==> src/rtl/pc_sequencer.sv <==
// rtl/pc_sequencer.sv - next-PC and fetch-stage controller for the five-stage pipeline
// Optional performance counters are enabled by defining PC_SEQ_PERF_EN.
module pc_sequencer #(
  parameter logic [31:0] RESET_VECTOR = 32'h0000_0000,
  parameter int          LOAD_STALL   = 1
) (
  input  logic        Clk,
  input  logic        Reset,
  input  logic [31:0] PCResult,
  input  logic        BranchTaken,
  input  logic [31:0] BranchTarget,
  input  logic        Jump,
  input  logic [31:0] JumpTarget,
  input  logic        LoadUse,
  input  logic        IMemReady,
  input  logic        Halt,
  output logic [31:0] Address,
  output logic        PC_Write,
  output logic        IFID_Write,
  output logic        IFID_Flush,
  output logic        IDEX_Bubble,
  output logic        AlignErr,
  output logic        Halted,
  output logic [31:0] StallCycles,
  output logic [31:0] FlushCount
);

  localparam logic [1:0] S_RUN   = 2'd0;
  localparam logic [1:0] S_STALL = 2'd1;
  localparam logic [1:0] S_HALT  = 2'd2;

  localparam logic [2:0] STALL_RELOAD = 3'(LOAD_STALL - 1);

  logic [1:0]  state, next_state;
  logic [2:0]  cnt, next_cnt;
  logic        set_align;
  logic        redirect, misaligned;
  logic [31:0] target, seq_addr;

  assign redirect   = Jump | BranchTaken;
  assign target     = Jump ? JumpTarget : BranchTarget;
  assign misaligned = |target[1:0];
  assign seq_addr   = PCResult + 32'd4;

  always_comb begin
    Address     = seq_addr;
    PC_Write    = 1'b0;
    IFID_Write  = 1'b0;
    IFID_Flush  = 1'b0;
    IDEX_Bubble = 1'b0;
    Halted      = 1'b0;
    next_state  = S_RUN;
    next_cnt    = 3'd0;
    set_align   = 1'b0;
    if (!Reset) begin
      Address     = RESET_VECTOR;
      IFID_Flush  = 1'b1;
      IDEX_Bubble = 1'b1;
    end else if (state == S_HALT) begin
      Halted      = 1'b1;
      IDEX_Bubble = 1'b1;
      next_state  = S_HALT;
    end else if (state == S_RUN && Halt) begin
      next_state = S_HALT;
    end else if (redirect) begin
      // A redirect abandons the in-flight fetch and any pending stall.
      IFID_Write = 1'b1;
      IFID_Flush = 1'b1;
      if (misaligned) begin
        set_align  = 1'b1;
        next_state = S_HALT;
      end else begin
        Address  = target;
        PC_Write = 1'b1;
      end
    end else if (state == S_STALL) begin
      IDEX_Bubble = 1'b1;
      next_cnt    = cnt - 3'd1;
      next_state  = (cnt <= 3'd1) ? S_RUN : S_STALL;
    end else if (LoadUse) begin
      IDEX_Bubble = 1'b1;
      if (LOAD_STALL > 1) begin
        next_cnt   = STALL_RELOAD;
        next_state = S_STALL;
      end
    end else if (!IMemReady) begin
      IFID_Write = 1'b1;
      IFID_Flush = 1'b1;
    end else begin
      PC_Write   = 1'b1;
      IFID_Write = 1'b1;
    end
  end

  always_ff @(posedge Clk or negedge Reset) begin
    if (!Reset) begin
      state    <= S_RUN;
      cnt      <= 3'd0;
      AlignErr <= 1'b0;
    end else begin
      state    <= next_state;
      cnt      <= next_cnt;
      AlignErr <= AlignErr | set_align;
    end
  end

`ifdef PC_SEQ_PERF_EN
  logic [31:0] stall_q, flush_q;

  always_ff @(posedge Clk or negedge Reset) begin
    if (!Reset) begin
      stall_q <= 32'd0;
      flush_q <= 32'd0;
    end else begin
      if (!PC_Write && state != S_HALT && stall_q != 32'hFFFF_FFFF)
        stall_q <= stall_q + 32'd1;
      if (IFID_Flush && flush_q != 32'hFFFF_FFFF)
        flush_q <= flush_q + 32'd1;
    end
  end

  assign StallCycles = stall_q;
  assign FlushCount  = flush_q;
`else
  assign StallCycles = 32'd0;
  assign FlushCount  = 32'd0;
`endif

endmodule

==> config.mk <==
export PLATFORM = sky130hd
export DESIGN_NAME = pc_sequencer
export DESIGN_NICKNAME = d
export VERILOG_FILES = /design/src/rtl/pc_sequencer.sv
export SDC_FILE = /design/constraint.sdc
export NUM_CORES = 1
export LEC_CHECK = 0
export CAP_MARGIN = 20
export CORE_MARGIN = 5
export CORE_UTILIZATION = 28
export CTS_BUF_LIST = sky130_fd_sc_hd__clkbuf_16
export DETAILED_ROUTE_END_ITERATION = 6
export HOLD_SLACK_MARGIN = 0.05
export PLACE_DENSITY = 0.78
export SLEW_MARGIN = 40
export SYNTH_ARGS = -nofsm -noshare
export SYNTH_HDL_FRONTEND = slang
export SYNTH_SLANG_ARGS = --single-unit
==> constraint.sdc <==
create_clock -name Clk -period 2.2 [get_ports Clk]
set_input_delay 0.44 -clock Clk [delete_from_list [all_inputs] [get_ports Clk]]
set_output_delay 0.44 -clock Clk [all_outputs]
set_load 0.05 [all_outputs]
# Yosys cells after proc, flatten, opt, wreduce, memory -nomap -nowiden
# Cells that the tools add are included.
[op_classes]
bitwise = 2
eq_ne = 2
n_reduce_logical = 3
mux = 52
order_cmp = 1
n_addsub = 2
[ops]
columns = ["operator", "count"]
rows = [
  ["$mux W32", 6],
  ["$mux W1", 36],
  ["$add A32 B3 Y32 const B", 1],
  ["$mux W3", 5],
  ["$mux W2", 5],
  ["$le A3 B1 Y1 const B", 1],
  ["$sub A3 B1 Y3 const B", 1],
  ["$eq A2 B1 Y1 const B", 1],
  ["$eq A2 B2 Y1 const B", 1],
  ["$logic_not A2 Y1", 1],
  ["$or A1 B1 Y1", 2],
  ["$reduce_or A2 Y1", 1],
  ["$logic_and A1 B1 Y1", 1],
]
[word_totals]
out_inout_bits = 102
regBits = 6
word_cells = 65
input_bits = 103

# Depth between registers and ports, before layout
[depth]
word_depth = 8
mapped_depth = 7
mapped_depth_nobuf = 6

# Worst setup path before layout
# OpenSTA, ideal clock, no wires.
[synth_path]
path_type = "input to output"
startpoint = "input PCResult[2]"
endpoint = "output Address[28]"
path_buffers = 1
t_required_ns = 1.760
slack_ns = -0.732
cell_stages = 7
t_arrival_ns = 2.492
path_cell_list = "ha_1 > nand4_2 > or4_1 > buf_6 > nor4_4 > xnor2_1 > a21oi_1"
[synth_via]
elab_chain_len = 6
[synth_lines]
columns = ["element", "line", "text"]
rows = [
  ["start, declared", "9", "input logic [31:0] PCResult,"],
  ["$add A32 B3 Y32 *", "43", "assign seq_addr = PCResult + 32'd4;"],
  ["$mux W32", "69", "if (misaligned) begin"],
  ["$mux W32", "65", "end else if (redirect) begin"],
  ["$mux W32", "63", "end else if (state == S_RUN && Halt) begin"],
  ["$mux W32 *", "59", "end else if (state == S_HALT) begin"],
  ["$mux W32 *", "55", "if (!Reset) begin"],
  ["end, declared", "17", "output logic [31:0] Address,"],
]
# Mark *: on every way between the ends. The rest lies on a longest branch, timed or not.

# Worst setup path in the final report
[layout_path]
startpoint = "input PCResult[13]"
endpoint = "output Address[26]"
# Same word-level chain as after synthesis.

==> flow_metrics.tcl <==
set metrics [dict create \
    cts_tree "built" \
    p_int_uw 899 \
    final_area_mm2 0.00554 \
    rsz0062_at_grt "true" \
    area_growth_pct 152 \
    fmax_mhz 408 \
    top_layer "met4" \
    syn_area_mm2 0.00220 \
    clkPwrFrac 0.174 \
    antenna_found_initial 0 \
    synth.area.top_cells "buf_4 (22%), mux2_2 (11%), dfrtp_1 (6.8%), xnor2_1 (6.4%), o21ai_0 (6.2%)" \
    fin_skew_ns 0.00128 \
    ys_seq_elements 6 \
    final_core_util 0.720 \
    worst-path-buf-inv 3 \
    vias 2980 \
    boundaryPins 205 \
    start_util 0.286 \
    ys_seq_area_frac 0.0684 \
    vdd_drop_max_uv 456 \
    diodes 0 \
    hold_slack_ns 0.198 \
    synth_top_cell_by_area "buf_4" \
    synth_ff_type "dfrtp_1" \
    placed_cells 612 \
    min_period_ns 2.45 \
    drc 0 \
    criticalPathCategory "in -> out" \
    grt_pass1_vias 3319 \
    ant_nets 0 \
    violations "negative setup slack" \
    dieArea_mm2 0.00971 \
    synth_edf_count 0 \
    pwr-share-comb 0.757 \
    status "finished with violations" \
    critical-path-slowest-cell "or4_4" \
    path_max_fanout 5 \
    dr_wl_met2_um 6040 \
    clockBufferDepth 2 \
    drt_iter0_markers 59 \
    cp_common_cell "buf_12" \
    port_buffers 140 \
    hpwl_um 7740 \
    cts_buffers 3 \
    hp-class "in -> async" \
    layout-drive-gt1-share 0.543 \
    htreeDepth 1 \
    grt_pass1_wl_um 16200 \
    clk_pin_slew_ns 0.03 \
    clock_latency_ns 0.22 \
    cp.arrival_ns 2.01 \
    fin_nets 649 \
    gp_congestion 0.791 \
    finalMaxSlewViolations 0 \
    rows 32 \
    relSlewSlack 0.667 \
    wirelength_um 10600 \
    finalHoldViolations 0 \
    power.leakage_nw 2.41 \
    clock_sinks 6 \
    core_mm2 0.00769 \
    syn_avg_cell_area_um2 7.06 \
    final_cells 643 \
    ys_warn_count 0 \
    cp-end-kind "output port" \
    path_delay_family "simple AND/OR/NAND/NOR gates" \
    wl_met1_um 3640 \
    drt_pass1_iterations 4 \
    setup_ws_ns -0.252 \
    cap_violations 0 \
    cts_root_buffer "clkbuf_16" \
    die_x_um 98.6 \
    p_seq_frac 0.068 \
    setup_viol 33 \
    wl_met3_um 680 \
    synth_cell_type_count 39 \
    max_slew.worst_pin.slew_ns 0.498 \
    synth.top_cell.area_share 0.219 \
    p_per_area_mw_per_mm2 302 \
    grt_max_degree 47 \
    track_usage 0.200 \
    dp_slack_ns -0.739 \
    synthArstFlopShare 1.00 \
    worstPathCellList "clkbuf_2 > nand3_2 > or4_4 > buf_12 > nor3_4 > xnor2_2 > a21oi_4 > buf_12" \
    place_area_mm2 0.00464 \
    viasPerCell 4.63 \
    p_sw_frac 0.463 \
    synthCells 311 \
    cpPeakStageDelay_ns 0.58 \
    grt_overflow 0 \
    die_h_um 98.6 \
    worstPathRequired_ns 1.76 \
    post-route-period-util 1.11 \
    routedWlPerCell_um 16.5 \
    p_sw_uw 774 \
    cp-start-kind "input pin" \
]
[power groups by stage]
stage | Clock [mW] | Combinational, mW | Sequential, mW
global route | 0.303 | 1.32 | 0.114
CTS | 0.294 | 1.23 | 0.114
detailed placement | 0 | 1.14 | 0.116
floorplan | 0 | 0.712 | 0.119
finish | 0.291 | 1.27 | 0.114
global placement | 0 | 1.12 | 0.116
[cell usage after synthesis (3+ instances only)]
master and n:
nor3_1 5, and3_1 13, o21ai_0 27, xnor2_1 16, ha_1 3, nand2_1 23, inv_1 5, mux2i_1 8
buf_4 64, nor2_1 22, nand3_1 17, mux2_2 22, a21oi_1 23, nand4_1 4, xor2_1 12, clkbuf_1 12
dfrtp_1 6
[registers in the layout, summed over array words and instances, names as in the netlist]
signal / count
AlignErr: 1
state: 2
cnt: 3
[worst reg2reg max path, cell delays in order, from the launching register on]
cell and delay, ns:
dfrtp_1 0.33, nor2_1 0.06, or2_4 0.23, buf_6 0.13, buf_4 0.14, a31o_2 0.22
[final timing paths]
check	startpoint	to	slack, ns	depth (start not counted)
worst max-delay path	PCResult[13]	Address[26]	-0.25	8
worst max register to register	state[1]	AlignErr	0.97	5
min in group Clk	cnt[0]	cnt[0]	0.48	1
worst min-delay path	Reset	AlignErr	0.20	2
worst min register to register	cnt[0]	cnt[0]	0.48	1
max in group asynchronous	Reset	state[0]	1.78	2
[what timing repair did]
| item | in CTS | in global routing |
|---|---|---|
| gates cloned | 3 | 0 |
| pin swaps | 39 | 36 |
| endpoints found under the setup margin | 34 | 33 |
| buffers inserted | 13 | 16 |
| gates resized for setup | 171 | 74 |
| hold buffers | 0 | 0 |
[per-layer routing]
layer,up-vias,GRT usage
li1,1409,-
met1,1413,0.214
met2,136,0.399
met3,22,0.0382
met4,0,0.0410
met5,-,0
[cells in the final DEF, fill, tap and decap left out, drive strengths merged, types with 12 or more instances in the layout]
master         instances
and3                  13
mux2                  22
conb                  64
nand3                 17
buf                  157
xor2                  12
xnor2                 16
clkdlybuf4s50         67
o21ai                 27
a21oi                 23
nor2                  22
nand2                 23
[layout make-up]
cell class	instances	area, um^2
repair buffers	243	2700
clock buffers	3	75.1
flip-flops and latches	6	150
multi-input cells	284	2470
inverters	5	18.8
fillers	566	2150
well taps	102	128
[cell families (layout without fill, tap and decap cells)]
| logic type | after synthesis | in the layout | synth area share |
|---|---|---|---|
| AOI/OAI and AO/OA | 59 | 59 | 0.149 |
| xor gates and xnor gates | 28 | 28 | 0.112 |
| adders and majority gates | 3 | 3 | 0.0171 |
| buffers and inverters | 84 | 251 | 0.256 |
| DFF | 6 | 6 | 0.0684 |
| muxes | 30 | 30 | 0.149 |
| other | 1 | 64 | 0.00171 |
| and+or+nand+nor | 100 | 100 | 0.247 |
[through the flow]
stage	TNS, ns	power (mW)
floorplan	-0.600	0.831
global placement	-16.92	1.24
detailed placement	-17.63	1.25
CTS	-4.79	1.63
global route	-6.23	1.74
finish	-4.41	1.67
No activity file was read; power rests on OpenSTA's default activity.
